--- src/rtl/ysyx_24090012_mem_arbiter.sv ---
// IFU/LSU arbiter for the single SRAM port.
// Registers the winner, holds it until sram_ready or watchdog expiry.
module ysyx_24090012_mem_arbiter #(
  parameter int ARB_MODE = 0,
  parameter int TIMEOUT  = 255
) (
  input  logic        clk,
  input  logic        rst,
  input  logic        ifu_valid,
  input  logic [31:0] ifu_addr,
  output logic        ifu_ready,
  output logic [31:0] ifu_rdata,
  output logic        ifu_err,
  input  logic        lsu_valid,
  input  logic [31:0] lsu_addr,
  input  logic [31:0] lsu_wdata,
  input  logic [3:0]  lsu_wmask,
  input  logic        lsu_wen,
  output logic        lsu_ready,
  output logic [31:0] lsu_rdata,
  output logic        lsu_err,
  output logic        sram_valid,
  output logic [31:0] sram_addr,
  output logic [31:0] sram_wdata,
  output logic [3:0]  sram_wmask,
  output logic        sram_wen,
  input  logic        sram_ready,
  input  logic [31:0] sram_rdata,
  output logic        busy
);

  localparam int CW   = (TIMEOUT > 0) ? $clog2(TIMEOUT + 1) : 1;
  localparam int TLIM = (TIMEOUT > 0) ? TIMEOUT - 1 : 0;
  localparam logic [CW-1:0] TLIM_C = CW'(TLIM);

  typedef enum logic [1:0] {
    IDLE      = 2'd0,
    GRANT_IFU = 2'd1,
    GRANT_LSU = 2'd2
  } state_e;

  state_e        state_q;
  state_e        state_d;
  logic          last_q;
  logic [CW-1:0] cnt_q;
  logic [31:0]   addr_q;
  logic [31:0]   wdata_q;
  logic [3:0]    wmask_q;
  logic          wen_q;
  logic          tmo;
  logic          fin;

  // last_q: 1 means the LSU owned the previous grant
  assign tmo = (TIMEOUT != 0) && (cnt_q == TLIM_C) && !sram_ready;
  assign fin = sram_ready || tmo;

  assign busy       = (state_q != IDLE);
  assign sram_valid = busy;
  assign sram_addr  = busy ? addr_q  : '0;
  assign sram_wdata = busy ? wdata_q : '0;
  assign sram_wmask = busy ? wmask_q : '0;
  assign sram_wen   = busy & wen_q;

  // Arbitration, completion and response routing
  always_comb begin
    state_d   = state_q;
    ifu_ready = 1'b0;
    ifu_err   = 1'b0;
    ifu_rdata = '0;
    lsu_ready = 1'b0;
    lsu_err   = 1'b0;
    lsu_rdata = '0;
    unique case (state_q)
      IDLE: begin
        if (lsu_valid &&
            (!ifu_valid || ARB_MODE == 0 || !last_q))
          state_d = GRANT_LSU;
        else if (ifu_valid)
          state_d = GRANT_IFU;
      end
      GRANT_IFU: begin
        if (fin) begin
          ifu_ready = 1'b1;
          ifu_err   = tmo;
          ifu_rdata = sram_ready ? sram_rdata : '0;
          state_d   = IDLE;
        end
      end
      GRANT_LSU: begin
        if (fin) begin
          lsu_ready = 1'b1;
          lsu_err   = tmo;
          lsu_rdata = sram_ready ? sram_rdata : '0;
          state_d   = IDLE;
        end
      end
      default: state_d = IDLE;
    endcase
  end

  // State, request latch and watchdog counter
  always_ff @(posedge clk) begin
    if (rst) begin
      state_q <= IDLE;
      last_q  <= 1'b0;
      cnt_q   <= '0;
      addr_q  <= '0;
      wdata_q <= '0;
      wmask_q <= '0;
      wen_q   <= 1'b0;
    end else begin
      state_q <= state_d;
      if (state_q == IDLE && state_d != IDLE) begin
        last_q <= (state_d == GRANT_LSU);
        cnt_q  <= '0;
        if (state_d == GRANT_LSU) begin
          addr_q  <= lsu_addr;
          wdata_q <= lsu_wdata;
          wmask_q <= lsu_wmask;
          wen_q   <= lsu_wen;
        end else begin
          addr_q  <= ifu_addr;
          wdata_q <= '0;
          wmask_q <= '0;
          wen_q   <= 1'b0;
        end
      end else if (state_q != IDLE && !sram_ready &&
                   cnt_q != '1) begin
        cnt_q <= cnt_q + 1'b1;
      end
    end
  end

endmodule

--- config.mk ---
export PLATFORM = sky130hd
export DESIGN_NAME = ysyx_24090012_mem_arbiter
export DESIGN_NICKNAME = d
export VERILOG_FILES = /design/src/rtl/ysyx_24090012_mem_arbiter.sv
export SDC_FILE = /design/constraint.sdc
export NUM_CORES = 1
export LEC_CHECK = 0
export CAP_MARGIN = 20
export CORE_MARGIN = 2
export CORE_UTILIZATION = 37
export CTS_BUF_LIST = sky130_fd_sc_hd__clkbuf_8 sky130_fd_sc_hd__clkbuf_16
export CTS_CLUSTER_DIAMETER = 80
export DETAILED_ROUTE_END_ITERATION = 10
export PLACE_DENSITY = 0.84
export SKIP_CTS_REPAIR_TIMING = 1
export SYNTH_ARGS = -nofsm -noshare
export SYNTH_HDL_FRONTEND = slang
export SYNTH_SLANG_ARGS = --single-unit
--- constraint.sdc ---
create_clock -name clk -period 2.7 [get_ports clk]
set_input_delay 0.675 -clock clk [delete_from_list [all_inputs] [get_ports clk]]
set_output_delay 0.675 -clock clk [all_outputs]
set_load 0.01 [all_outputs]
==> run_results.csv <==
group,metric,value,unit
power_and_ir_drop,power.switching,0.000982,W
clock_network,cts_buffer_depth,2,
worst_setup_path,cp_top_family,"buffers and inverters",
power_and_ir_drop,swShare,28.7,%
finish,syn_to_final_growth,75.4,%
power_and_ir_drop,powerDensity,459,mW/mm²
floorplanning,row_count,39,
grt,antenna_found_initial,3,
floorplanning,die_w,111,µm
synth,synth-main-ff-cell,"dfxtp_1",
timing,tightest_slew,0.862,ns
run_status,status,"completed",
timing,min_period,2.66,ns
clock_network,clk_pin_slew,0.05,ns
worst_setup_path,critical_path_buf_inv_count,2,
power_and_ir_drop,ir_drop,0.000319,V
detailed_routing,via_per_inst,5.06,
synth,synthesis.nets,677,
clock_network,cts_tree,"done",
finish,n_fill_cell,952,
power_and_ir_drop,power_leakage,2.95,nW
clock_network,cts_made_buffers,9,
worst_setup_path,crit_path_max_incr_delay,0.59,ns
finish,nNetsFinal,932,
detailed_routing,drc,0,
place,dp_slack,-0.172,ns
power_and_ir_drop,power.internal,0.00244,W
detailed_routing,final_antenna_net_count,0,
worst_setup_path,crit_chain,"clkdlybuf4s50_1 > and3_1 > clkdlybuf4s50_1",
place,numPortBuffers,276,
grt,grt-ovfl-total,0,
worst_setup_path,critPathArrivalTime,1.98,ns
timing,rsz0062_at_grt,"no",
clock_network,htree_levels,3,
floorplanning,coreArea,0.0113,mm²
detailed_routing,via_count,4742,
grt,grt_max_degree,80,
worst_setup_path,slowest_stage,"clkdlybuf4s50_1",
clock_network,ctsRootBufferMaster,"clkbuf_16",
timing,setup_ws,0.0440,ns
synth,synthDistinctLibCells,37,
place,gp_congestion,0.929,
power_and_ir_drop,power_frac_comb,30.1,%
timing,slew_viol_final,0,
synth,syn_area,0.00425,mm²
timing,setup_viol,0,
synth,synth-seq-area-share,37.2,%
timing,fmax,377,MHz
floorplanning,io_pins,277,
detailed_routing,dr.pass1.iters,5,
synth,synthArstFlopShare,0,%
floorplanning,die_h,111,µm
timing,fin_setup_tns,0,ns
power_and_ir_drop,p_clk_share,31.4,%
worst_setup_path,endpoint_kind,"output pin",
power_and_ir_drop,p_total,0.00342,W
detailed_routing,first_iter_violations,351,
timing,finalHoldViolCount,0,
worst_setup_path,crit_top_cell,"clkdlybuf4s50_1",
clock_network,clock_latency,0.32,ns
synth,syn_avg_cell_area,7.97,µm²
finish,drive_above_1_share,5.68,%
synth,synth-edff-count,0,
timing,clock_skew,0.00715,ns
job,cap_violations,0,
clock_network,clock-sinks,79,
synth,ys_seq_elements,79,
power_and_ir_drop,p_seq_share,38.5,%
worst_setup_path,cp.required,2.03,ns
place,dpl.hpwl,11000,µm
grt,grt_pass1_vias,4689,
worst_setup_path,start_kind,"primary input",
worst_hold_path,hold_class,"flop to flop",
worst_setup_path,path_max_fanout,2,
timing,fin_crit_sh,98.4,%
grt,grt_usage,22.3,%
worst_setup_path,critPathKind,"primary input to output pin",
timing,relSlewSlack,42.5,%
synth,synthCells,533,
detailed_routing,routed_wl,14600,µm
floorplanning,fp.dieArea,0.0124,mm²
synth,yosysWarnings,0,
detailed_routing,routedWlPerCell,15.5,µm
grt,grt_pass1_wl,22600,µm
floorplanning,start_util,37.5,%
## cell usage after synthesis (2+ instances only)
cell | number | share of area (%)
nand2_1 | 41 | 3.6
buf_2 | 4 | 0.47
nor2_1 | 74 | 6.5
ha_1 | 6 | 1.8
mux2i_1 | 33 | 7.8
o32ai_1 | 32 | 6.6
buf_4 | 9 | 1.6
dfxtp_1 | 79 | 37
o21a_1 | 3 | 0.53
inv_1 | 73 | 6.4
o31ai_1 | 38 | 6.7
clkbuf_1 | 32 | 2.8
nor3b_1 | 2 | 0.35
nand3_1 | 3 | 0.35
and3_1 | 64 | 9.4
nor3_1 | 12 | 1.4
buf_6 | 3 | 0.79
nor2b_1 | 2 | 0.29
xnor2_1 | 4 | 0.82
xor2_1 | 2 | 0.41
## stage by stage
| step | std cells | utilization (%) | cell area (µm²) | hold WS, ns |
|---|---|---|---|---|
| after global routing | 938 | 65.8 | 7450 | 0.492 |
| after floorplan | 533 | - | 4250 | 0.443 |
| after global placement | 919 | 63.0 | 7130 | 0.462 |
| after CTS | 934 | 65.3 | 7390 | 0.473 |
| after detailed placement | 919 | 63.0 | 7130 | 0.462 |
| final | 938 | 65.8 | 7450 | 0.470 |
## sequential cells by signal (all words and copies together), names as in the netlist
| register | count |
|---|---|
| addr_q | 32 |
| wdata_q | 32 |
| cnt_q | 8 |
| wmask_q | 4 |
| state_q | 2 |
| wen_q | 1 |
## worst reg2reg max path: cells and delay by family (launching register included)
kind | cells | cell delay, ns
compound gates | 3 | 0.76
fa+ha+maj | 1 | 0.20
buf+inv | 3 | 0.67
flops | 1 | 0.34
simple gates | 1 | 0.28
## worst paths after layout
kind                   from            end  slack, ns  depth (start not counted)
max reg2reg      state_q[0]     addr_q[19]       0.31                          8
max          sram_rdata[21]  lsu_rdata[21]       0.04                          3
min             wdata_q[31]    wdata_q[31]       0.47                          2
min reg2reg     wdata_q[31]    wdata_q[31]       0.47                          2
## layer usage
layer | vias up | share of wire (%) | GRT usage, %
li1 | 2318 | - | -
met5 | - | 0 | 0
met1 | 2172 | 37 | 23.3
met2 | 217 | 53 | 41.7
met4 | 0 | 4.6 | 12.7
met3 | 35 | 6.1 | 4.16
## area by class of cell
| cell class | count | area, µm² | share of cell area (%) |
|---|---|---|---|
| timing repair buffer | 292 | 2980 | 39.9 |
| multi-input combinational | 332 | 2160 | 29.0 |
| sequential | 79 | 1590 | 21.3 |
| inverter | 74 | 280 | 3.76 |
| clock buffer | 10 | 239 | 3.21 |
| tap | 143 | 179 | 2.40 |
| clock inverter | 5 | 26.3 | 0.353 |
| antenna | 3 | 7.51 | 0.101 |
## cells by family (layout without fill, tap and decap cells)
group	Yosys count	in the layout	synth area share (%)
AO/OA/AOI/OAI	82	82	16.4
XOR/XNOR	6	6	1.24
adder cells (fa/ha/maj)	6	6	1.77
buffers and inverters	122	381	12.2
flip-flops	79	79	37.2
multiplexers	33	33	7.77
other	0	3	0
AND/OR/NAND/NOR	205	205	23.4
## layout by cell type, fill, tap and decap left out, drive strengths merged, types with 4 or more instances in the layout
master and instances:
nor2 74, nor3 12, clkdlybuf4s50 271, mux2i 33
o32ai 32, nand2 41, xnor2 4, dfxtp 79
dlymetal6s2s 4, inv 75, and3 64, clkbuf 11
buf 16, o31ai 38, ha 6
## power groups by stage
stage | sequential, W | clock, W | combinational, W
final | 0.00132 | 0.00108 | 0.00103
after global routing | 0.00133 | 0.00115 | 0.00111
after CTS | 0.00132 | 0.00110 | 0.00103
after detailed placement | 0.00134 | 0 | 0.00102
after global placement | 0.00134 | 0 | 0.000991
after floorplan | 0.00133 | 0 | 0.000544
Note: power is estimated with default switching activity, not from simulation.
==> patch (config.mk and constraints unchanged) <==
Encoding of `state_e`: now one-hot (3 bits for 3 states).
--- a/src/rtl/ysyx_24090012_mem_arbiter.sv
+++ b/src/rtl/ysyx_24090012_mem_arbiter.sv
@@ -35,6 +35,6 @@
 
-  typedef enum logic [1:0] {
-    IDLE      = 2'd0,
-    GRANT_IFU = 2'd1,
-    GRANT_LSU = 2'd2
+  typedef enum logic [2:0] {
+    IDLE      = 3'b001,
+    GRANT_IFU = 3'b010,
+    GRANT_LSU = 3'b100
   } state_e;
Behaviour: same outputs for any inputs over 4 cycles, from zero or initial values and one cycle with rst high; so few cycles prove little.
==> patch against the original RTL <==
Setup slack better by 7.3 ps; sequential cell count up 1; area after synthesis down 11%; largest power group unchanged; non-clock buffer count up 2; power down 11%; via count down 6.0%; design area down 2.6%; die area down 10%; routed wire length up 1.3%; sequential share of layout area up 0.79 points.
==> patch: results (changes against the original RTL) <==
r2r endpoint -> addr_q[22]$_SDFFE_PP0P_ (was addr_q[19]$_SDFFE_PP0P_)
Final Wtd Congestion -> 0.9552 (was 0.9289)
Mapped Nets -> 587 (was 677)
Net count, final -> 854 (was 932)
buffer share of cell area -> 0.4443 (was 0.3992)
maximum vdd drop -> 0.0002769 V (was 0.0003185 V)
first-pass GRT wire length -> 21.89 mm (was 22.60 mm)
Placed Area -> 0.006746 sq mm (was 0.007129 sq mm)
clk root buf -> clkbuf_8 (was clkbuf_16)
Buffers, non-clock -> 294 (was 292)
Seq cells -> 80 (was 79)
worst hold margin -> 466.3 ps (was 470.4 ps)
Setup crit end -> sram_wen (was lsu_rdata[21])
number of fill cells -> 667 (was 952)
worst slack, placed -> -218.0 ps (was -171.7 ps)
# diodes -> 0 (was 3)
DR vias -> 4457 (was 4742)
Multi-input gate area -> 0.001898 sq mm (was 0.002161 sq mm)
post-synth cell types -> 42 (was 37)
CP Launch Point -> state_q[1]$_SDFF_PP0_ (was sram_rdata[21])
Synth Area in XOR/XNOR -> 0.004616 (was 0.01237)
largest net degree at the start of global routing -> 61 (was 80)
worst relative slew slack -> 0.5947 (was 0.4251)
GRT Total Usage -> 0.2447 (was 0.2233)
Post-Place Cells -> 834 (was 919)
Synth top cells by count -> dfxtp_1, nor2_1, and2_1 (was dfxtp_1, nor2_1, inv_1)
post-synthesis mux area share -> 0.002638 (was 0.07774)
DP HPWL -> 10.76 mm (was 10.97 mm)
Mapped Cells -> 447 (was 533)
Post-Route WL -> 14.74 mm (was 14.56 mm)
register area share after synthesis -> 0.4220 (was 0.3722)
DR iter-0 viols -> 378 (was 351)
antenna violations before repair -> 0 (was 3)
compound-cell area share of the yosys netlist -> 0.2057 (was 0.1643)
Skew-Pair Late Insertion Delay -> 340 ps (was 320 ps)
post-synthesis adder-cell area fraction -> 0.006594 (was 0.01767)
inverters -> 36 (was 74)
Clock buffer cells -> 9 (was 10)
status -> finished clean (unchanged)
Min-Delay Endpoint -> addr_q[26]$_SDFFE_PP0P_ (was wdata_q[31]$_SDFFE_PP0P_)
Final Instance Area -> 0.007261 sq mm (was 0.007453 sq mm)
Worst Min Path Start -> addr_q[26]$_SDFFE_PP0P_ (was wdata_q[31]$_SDFFE_PP0P_)
Register Area -> 0.001602 sq mm (was 0.001585 sq mm)
Clock transition at path regs -> 80 ps (was 50 ps)
Reg2Reg Setup Slack -> 820 ps (was 310 ps)
vias in the first global route -> 4391 (was 4689)
share of cells above drive strength 1 -> 0.06128 (was 0.05682)
slowest stage delay, CP -> 480 ps (was 590 ps)
Syn Area/Cell -> 8.490 sq um (was 7.972 sq um)
Pre-antenna DRT Iters -> 7 (was 5)
Net Sw Frac -> 0.2566 (was 0.2869)
Max FO, Critical Path -> 60 (was 2)
Multi-In Gates -> 293 (was 332)
largest cells by area after synthesis -> dfxtp_1, and2_1, a22o_1 (was dfxtp_1, and3_1, mux2i_1)
clk cell area share -> 0.03222 (was 0.03559)
Setup Skew -> 8.339 ps (was 7.154 ps)
==> patch: changes by cell type in the layout (fill, tap and decap cells not counted), sizes merged, moves of 6 or more <==
cell / before / now
clkdlybuf4s50: 271 / 182
o31ai: 38 / 0
and3: 64 / 1
nand2: 41 / 35
o32ai: 32 / 0
a22o: 0 / 37
a222oi: 0 / 32
inv: 75 / 37
and2: 1 / 70
dlymetal6s2s: 4 / 94
mux2i: 33 / 1
nor3: 12 / 2
==> patch: routing by layer <==
| layer | global-route usage | part of all wire |
|---|---|---|
| met5 | 0 | 0 |
| met4 | 0.09048 | 0.030 |
| met3 | 0.07421 | 0.088 |
| met2 | 0.4516 | 0.52 |
| met1 | 0.2602 | 0.36 |
==> patch: power by group through the flow <==
stage               Clock [uW]  Combinational [uW]  Sequential (uW)
floorplan                    0                 306             1310
global placement             0                 701             1320
detailed placement           0                 719             1330
CTS                       1060                 723             1300
global route              1120                 773             1310
finish                    1040                 721             1300
